==> src/rtl/uart_tx_arbiter.sv <==
// uart_tx_arbiter: round-robin arbiter that feeds words from NREQ requesters
// into a single UART transmitter, one frame at a time.
// Optional WAIT-state watchdog: define UART_ARB_TIMEOUT_EN to enable it.
module uart_tx_arbiter #(
    parameter int unsigned NREQ           = 4,
    parameter int unsigned DBITS          = 8,
    parameter int unsigned TIMEOUT_CYCLES = 2000000
) (
    input  logic                  clk_100MHz,
    input  logic                  reset_n,
    input  logic [NREQ-1:0]       req,
    input  logic [NREQ*DBITS-1:0] req_data,
    output logic [NREQ-1:0]       gnt,
    output logic [NREQ-1:0]       done,
    output logic                  tx_start,
    output logic [DBITS-1:0]      tx_data,
    input  logic                  tx_done,
    output logic                  busy,
    output logic                  err
);

    localparam int unsigned IDXW = (NREQ > 1) ? $clog2(NREQ) : 1;

    // Reject out-of-range configurations at elaboration time
    if (NREQ < 2 || NREQ > 8 || DBITS < 1 || TIMEOUT_CYCLES < 2) begin : g_param_check
        $error("uart_tx_arbiter: unsupported parameter set");
    end

    typedef enum logic [1:0] {
        IDLE  = 2'd0,
        ISSUE = 2'd1,
        WAIT  = 2'd2
    } state_t;

    state_t          state, state_nx;
    logic [IDXW-1:0] ptr, ptr_nx;
    logic [IDXW-1:0] winner, winner_nx;

    logic [NREQ-1:0]  gnt_nx;
    logic [NREQ-1:0]  done_nx;
    logic             tx_start_nx;
    logic [DBITS-1:0] tx_data_nx;
    logic             busy_nx;
    logic             err_nx;

`ifdef UART_ARB_TIMEOUT_EN
    localparam int unsigned CW = (TIMEOUT_CYCLES > 2) ? $clog2(TIMEOUT_CYCLES) : 1;
    // Firing when the count equals TIMEOUT_CYCLES-2 means the counter would
    // reach TIMEOUT_CYCLES-1 on the same edge that raises err.
    localparam logic [CW-1:0] WD_LAST = CW'(TIMEOUT_CYCLES - 2);

    logic [CW-1:0] wd_cnt, wd_cnt_nx;
`endif

    logic            pick_valid;
    logic [IDXW-1:0] pick_idx;
    int unsigned     scan;

    // Round-robin pick: first requester set at or after ptr, wrapping
    always_comb begin
        pick_valid = 1'b0;
        pick_idx   = '0;
        scan       = 0;
        for (int unsigned k = 0; k < NREQ; k++) begin
            scan = 32'(ptr) + k;
            if (scan >= NREQ) begin
                scan = scan - NREQ;
            end
            if (!pick_valid && req[IDXW'(scan)]) begin
                pick_valid = 1'b1;
                pick_idx   = IDXW'(scan);
            end
        end
    end

    function automatic logic [IDXW-1:0] ptr_after(input logic [IDXW-1:0] w);
        return (32'(w) == NREQ - 1) ? '0 : w + IDXW'(1);
    endfunction

    // Next-state and next-output logic
    always_comb begin
        state_nx    = state;
        ptr_nx      = ptr;
        winner_nx   = winner;
        gnt_nx      = '0;
        done_nx     = '0;
        tx_start_nx = 1'b0;
        tx_data_nx  = tx_data;
        err_nx      = 1'b0;
`ifdef UART_ARB_TIMEOUT_EN
        wd_cnt_nx   = wd_cnt;
`endif

        case (state)
            IDLE: begin
                if (pick_valid) begin
                    state_nx    = ISSUE;
                    winner_nx   = pick_idx;
                    gnt_nx      = NREQ'(1) << pick_idx;
                    tx_start_nx = 1'b1;
                    tx_data_nx  = req_data[pick_idx*DBITS +: DBITS];
                end
            end

            ISSUE: begin
                state_nx = WAIT;
`ifdef UART_ARB_TIMEOUT_EN
                wd_cnt_nx = '0;
`endif
            end

            WAIT: begin
                if (tx_done) begin
                    state_nx = IDLE;
                    done_nx  = NREQ'(1) << winner;
                    ptr_nx   = ptr_after(winner);
                end
`ifdef UART_ARB_TIMEOUT_EN
                else if (wd_cnt == WD_LAST) begin
                    state_nx  = IDLE;
                    err_nx    = 1'b1;
                    ptr_nx    = ptr_after(winner);
                    wd_cnt_nx = wd_cnt + CW'(1);
                end else begin
                    wd_cnt_nx = wd_cnt + CW'(1);
                end
`endif
            end

            default: begin
                state_nx = IDLE;
            end
        endcase

        busy_nx = (state_nx != IDLE);
    end

    // State, pointer and winner registers
    always_ff @(posedge clk_100MHz) begin
        if (!reset_n) begin
            state  <= IDLE;
            ptr    <= '0;
            winner <= '0;
        end else begin
            state  <= state_nx;
            ptr    <= ptr_nx;
            winner <= winner_nx;
        end
    end

    // Registered outputs and watchdog counter
    always_ff @(posedge clk_100MHz) begin
        if (!reset_n) begin
            gnt      <= '0;
            done     <= '0;
            tx_start <= 1'b0;
            tx_data  <= '0;
            busy     <= 1'b0;
            err      <= 1'b0;
`ifdef UART_ARB_TIMEOUT_EN
            wd_cnt   <= '0;
`endif
        end else begin
            gnt      <= gnt_nx;
            done     <= done_nx;
            tx_start <= tx_start_nx;
            tx_data  <= tx_data_nx;
            busy     <= busy_nx;
            err      <= err_nx;
`ifdef UART_ARB_TIMEOUT_EN
            wd_cnt   <= wd_cnt_nx;
`endif
        end
    end

endmodule

==> config.mk <==
export PLATFORM = sky130hd
export DESIGN_NAME = uart_tx_arbiter
export DESIGN_NICKNAME = d
export VERILOG_FILES = /design/src/rtl/uart_tx_arbiter.sv
export SDC_FILE = /design/constraint.sdc
export NUM_CORES = 1
export LEC_CHECK = 0
export BUFFER_PORTS_ARGS = -buffer_cell sky130_fd_sc_hd__buf_2
export CAP_MARGIN = 20
export CORE_UTILIZATION = 30
export DETAILED_ROUTE_END_ITERATION = 7
export PLACE_DENSITY = 0.63
export SLEW_MARGIN = 25
export SYNTH_ARGS = -nofsm -noshare
export SYNTH_HDL_FRONTEND = slang
export SYNTH_SLANG_ARGS = --single-unit
export TNS_END_PERCENT = 20
==> constraint.sdc <==
create_clock -name clk_100MHz -period 2.1 [get_ports clk_100MHz]
set_input_delay 0.105 -clock clk_100MHz [delete_from_list [all_inputs] [get_ports clk_100MHz]]
set_output_delay 0.105 -clock clk_100MHz [all_outputs]
set_load 0.03 [all_outputs]
======== After elaboration in Yosys (flattened, before gate mapping) ========
Index checks and enable logic that the tools add are counted.
cells by class
  add/subtract/negate cells ............... 8
  multipliers ............................. 0
  divide/modulo/power cells ............... 0
  order comparisons ....................... 8
  eq/ne operators ......................... 3
  shift-type cells ........................ 3
  mux-type cells .......................... 25
  bitwise gates (word level) .............. 0
  reduce and logical (&&, ||, !) cells .... 13
operators by type and width
  cell                                                                                 count
  32-bit by 6-bit indexed part select with 8-bit output                                1
  2-bit 2-to-1 mux                                                                     11
  2-bit by 3-bit < comparator with 1-bit output, second input constant                 4
  3-bit greater-or-equal comparator, second input constant                             3
  1-bit 2-to-1 mux                                                                     9
  1-bit binary-select mux with 2-bit select                                            4
  1-bit by 2-bit << shifter with 4-bit output, first input constant                    2
  2-bit by 1-bit subtractor with 2-bit output, second input constant                   4
  2-bit by 2-bit adder with 3-bit output, second input constant                        2
  2-bit one-hot mux with 3 select lines                                                1
  2-bit AND reduction                                                                  3
  3-bit AND reduction                                                                  2
  2-bit equality test, second input constant                                           2
  2-bit by 1-bit adder with 3-bit output, second input constant                        1
  2-bit by 3-bit greater-or-equal comparator with 1-bit output, second input constant  1
  1-bit logical AND                                                                    3
  1-bit zero test                                                                      3
  2-bit by 1-bit adder with 2-bit output, second input constant                        1
  2-bit by 1-bit equality test with 1-bit output, second input constant                1
  2-bit zero test                                                                      1
  2-bit nonzero test                                                                   1
word-level totals
  register bits after elaboration ......... 24
  bits in latches ......................... 0
  RAM bits ................................ 0
  memory bits (read-only) ................. 0
  input bits .............................. 39
  output and inout port bits .............. 19
  logic and storage cells ................. 68
  memories kept ........................... 0

======== Depth between registers and ports, before layout ========
  depth after elaboration ................. 17
  gate-level depth with buffers ........... 6
  gate-level depth less buffers ........... 5

======== Worst setup path after synthesis ========
No wires, ideal clock.
  path kind ............................... register to register
  start ................................... reg ptr[1]
  end ..................................... reg tx_data[7]
  setup time .............................. 0.126 ns
  data arrival time ....................... 1.317 ns
  required time ........................... 1.974 ns
  slack ................................... 0.657 ns
  cell stages (with the launch flop) ...... 7
  path buffers ............................ 1
  period minus slack after synthesis ...... 1.443 ns
  cells stage by stage .................... dfxtp_1 -> a21o_1 -> a21oi_1 -> o22a_1 -> buf_2 -> mux2i_1 -> o221ai_2
between the ends
  longest elaborated chain between the ends .. 15
  elaborated cells on any way between the ends .. 39
  classes of those cells .................. add/sub: 7; order compare: 4; shift: 1; mux: 20; reduce/logical: 7
ends and longest elaborated chain
  element                                                                          line  source
  start, declared                                                                  36    logic [IDXW-1:0] ptr, ptr_nx;
  start signal, assigned                                                           146   ptr <= ptr_nx;
  branches (longest 15 deep; another with 2-bit by 1-bit adder with 3-bit output)  n/a
  end signal, assigned                                                             167   tx_data <= tx_data_nx;
  end, declared                                                                    16    output logic [DBITS-1:0] tx_data,
Several ways; the timed one is not identified. The select of a mux whose other input is x is not followed.
A chain may end at the register's enable or synchronous reset.

======== Final worst setup path ========
  start ................................... reg ptr[1]
  end ..................................... reg tx_data[6]
The elaborated chain is that of the path after synthesis.

==> flow_results.org <==
** Clocking
- TritonCTS built the clock tree.
- Clock latency on the worst-skew pair, taken at its later pin, is 0.31 ns.
- Buffer count from post-CTS setup fixing :: 0
- In this run the number of H-tree levels came out at 1.
- In this run the deepest clock path goes through 2 buffers.
- Number of cells upsized or downsized after cts :: 0
- The number of hold buffers added after CTS was 0.
- Clock tree synthesis inserted a total of 3 buffers.
- Clock tree synthesis selected as its root buffer the cell sky130_fd_sc_hd__clkbuf_4.
- The tree built by TritonCTS fans out to 24 sinks.
- CTS clock-pin slew for the worst setup and hold paths :: 0.14 ns

** Logic synthesis
- Post-synth EDFFs :: 0
- Post-synthesis average cell area :: 10.1 µm²
- After synthesis, the largest family of logic cells by area is multiplexers.
- For this run, the number of Yosys warnings is 0.
- Compound-gate portion of the synthesized area :: 13.1%
- Summing the areas of all fa, ha and maj instances in the mapped netlist gives 1.15% of the synthesized area.
- Most used flip-flop cell after synthesis :: sky130_fd_sc_hd__dfxtp_1
- Post-synthesis instance area :: 1090 µm²
- Cells after synthesis :: 108
- In the synthesized netlist the async set-or-reset flop fraction comes to 0%.
- Number of nets produced by synthesis :: 148
- After Yosys synthesis, XOR and XNOR cells account for 0% of the synthesized area.
- Register area share after synthesis :: 44.1%
- Post-synthesis simple-gate area fraction :: 17.9%
- Multiplexer fraction of the synthesized cell area :: 19.3%
- Number of synthesized register bits :: 24
- Post-synthesis cell type count :: 30

** Hold path
- Along the worst hold path, the cell count comes to 3.
- Min-delay worst type :: in -> reg
- Worst Hold Launch :: req_data[4]
- Hold endpoint :: tx_data[4]$_SDFFE_PN0P_

** Final layout
- Once layout is done, the placed cells without fillers occupy 1450 µm².
- Number of diodes :: 0
- Excluding fillers, the count of instances in the completed layout stands at 210.
- The library cell used most frequently in the layout, excluding fill and tap cells, is sky130_fd_sc_hd__buf_2.
- Total area of multi-input combinational cells :: 564 µm²
- Core occupancy in the finished layout :: 42.6%
- Final net count :: 205
- The library cells used most frequently in the layout, excluding fill and tap cells, are 56 x sky130_fd_sc_hd__buf_2, 24 x sky130_fd_sc_hd__dfxtp_1, 21 x sky130_fd_sc_hd__mux2i_1.
- Sequential cell area :: 480 µm²
- Relative to the synthesized area, the layout overhead comes to 33.6%.
- Fill cells in the final layout number 355.
- Of the cells placed in the final design, the portion with a size suffix greater than 1 is 41.5%.

** Global routing
- Initial antenna violation count :: 0
- Largest net degree at the start of global routing :: 21
- Summed over all layers, the global routing overflow is 0.
- Overall Global Routing Usage :: 12.1%
- The first global-routing pass estimated 3760 µm of wire.
- Number of global-route vias before repair :: 920

** Timing
- Max-slew violation count :: 0
- Headroom to the max-slew limit came out at 65.8%.
- Worst slew pin tran :: 0.511 ns
- The clock arrives with 0.00761 ns of skew.
- Once routing completed, OpenROAD measured the worst setup slack at 0.472 ns.
- Across all hold checks on the routed design, the worst slack comes to 0.0889 ns.
- Final TNS setup :: 0 ns
- Highest clock frequency the design can meet :: 0.614 GHz
- Setup-violating endpoint count in the final report :: 0
- In the finished design, the share of the clock period the worst path needs comes to 77.5%.
- Setup repair after global routing missed its margin :: no
- The total count of hold-check failures in the final report is 0.
- Counting I/O delays and the setup requirement, the final critical path takes 1.63 ns.

** Placement
- Number of buffers added on ports :: 56
- Last weighted congestion value of the routability-driven placer :: 0.721
- Post-place instance area :: 1400 µm²
- HPWL Detailed :: 1990 µm
- Once placement completed, the tool counted placed cells totaling 206.
- DP Worst Slack :: 0.480 ns

** Setup path
- Depth of the worst register-to-register path :: 6
- Endpoint kind of the worst setup timing path :: register
- Worst reg2reg path startpoint :: ptr[1]$_SDFFE_PN0P_
- Startpoint kind of the worst setup timing path :: register
- The setup path with the least slack is of type reg -> reg.
- Required time of the critical path :: 2.30 ns
- Worst Path Arrival :: 1.83 ns
- In this run the critical register-to-register path is captured at tx_data[6]$_SDFFE_PN0P_.
- Worst setup slack for register-to-register paths :: 0.47 ns
- Maximum fanout encountered on the critical timing path :: 20

** Pwr
- After layout, the design draws a total of 1.11 mW.
- The analysis attributes to cell leakage a power of 0.688 nW.
- Max IR drop VDD :: 0.256 mV
- Power spread over the standard cell area amounts to 764 nW/µm².

** Floorplan
- 58 I/O pins were placed.
- Die outline area :: 3870 µm²
- Die boundary width :: 62.2 µm
- From bottom edge to top edge, the die measures 62.2 µm.
- Count of standard-cell rows :: 21
- Starting Density :: 31.9%
- After floorplanning, the core was sized to cover 3420 µm².

** Drt
- Remaining number of nets flagged by the antenna check after routing :: 0
- Via total after detailed routing :: 965
- Number of design-rule violations left by the first detailed-router iteration :: 17
- DRC violation count after routing :: 0
- Via/cell ratio :: 4.60
- Detailed Route WL :: 2440 µm
- The first detailed-routing pass took 3 iterations.
- Wire length per cell after detailed routing :: 11.6 µm

** Job
- Max-cap violations in this run came to 0.

** Status
- Status :: complete, no violations
-- report_power, final --
part	total [mW]	internal [mW]	switching, mW
logic	0.262	0.108	0.154
clock network	0.330	0.193	0.137
registers	0.518	0.494	0.0242
total	1.11	0.795	0.315
-- state kept, by name, summed over array words and instances, names as in the netlist --
name,flops
busy,1
done,4
gnt,4
ptr,2
state,2
tx_data,8
tx_start,1
winner,2
-- worst max-delay path: stages, from the launching register on --
cell	delay, ns
sky130_fd_sc_hd__dfxtp_1	0.38
sky130_fd_sc_hd__a21o_1	0.17
sky130_fd_sc_hd__a21oi_1	0.14
sky130_fd_sc_hd__o22a_1	0.15
sky130_fd_sc_hd__buf_4	0.29
sky130_fd_sc_hd__mux2i_1	0.26
sky130_fd_sc_hd__o221ai_1	0.14
-- Yosys cell counts (2+ instances only) --
| cell | count | area [µm²] |
|---|---|---|
| sky130_fd_sc_hd__buf_2 | 2 | 10.0 |
| sky130_fd_sc_hd__a21oi_1 | 2 | 10.0 |
| sky130_fd_sc_hd__nor2b_1 | 6 | 37.5 |
| sky130_fd_sc_hd__and2_1 | 2 | 12.5 |
| sky130_fd_sc_hd__inv_1 | 3 | 11.3 |
| sky130_fd_sc_hd__nand2_1 | 11 | 41.3 |
| sky130_fd_sc_hd__dfxtp_1 | 24 | 480 |
| sky130_fd_sc_hd__mux2i_1 | 21 | 210 |
| sky130_fd_sc_hd__nand2b_1 | 2 | 12.5 |
| sky130_fd_sc_hd__o221ai_1 | 7 | 61.3 |
| sky130_fd_sc_hd__nor2_1 | 9 | 33.8 |
-- kinds of logic after synthesis --
family / after synthesis
AO/OA/AOI/OAI: 15
adder cells (fa/ha/maj): 1
buffers and inverters: 8
flip-flops: 24
multiplexers: 21
other: 1
AND/OR/NAND/NOR: 38
-- worst max path at each step --
stage	startpoint	to	slack [ns]	cells after the start
after CTS	ptr[1]$_SDFFE_PN0P_	tx_data[6]$_SDFFE_PN0P_	0.46	6
after detailed placement	ptr[1]$_SDFFE_PN0P_	tx_data[6]$_SDFFE_PN0P_	0.48	6
after global placement	ptr[1]$_SDFFE_PN0P_	tx_data[7]$_SDFFE_PN0P_	0.54	6
final	ptr[1]$_SDFFE_PN0P_	tx_data[6]$_SDFFE_PN0P_	0.47	6
after floorplan	ptr[1]$_SDFFE_PN0P_	tx_data[7]$_SDFFE_PN0P_	0.66	6
after global routing	ptr[1]$_SDFFE_PN0P_	tx_data[3]$_SDFFE_PN0P_	0.38	6
-- routing by layer --
layer | part of all wire, % | routed length [µm] | track usage (%)
met1 | 41 | 1010 | 12.2
met2 | 55 | 1340 | 24.0
met3 | 2.6 | 63 | 2.02
met4 | 1.1 | 28 | 5.23
met5 | 0 | 0 | 0
-- area by class of cell --
cell class	instances	area share, %
clock buffers	3	1.55
inverters	3	0.775
repair buffers	57	19.8
multi-input cells	76	38.8
well taps	46	3.96
flip-flops and latches	24	33.0
clock inverters	1	2.07
No activity file was read; power rests on OpenSTA's default activity.
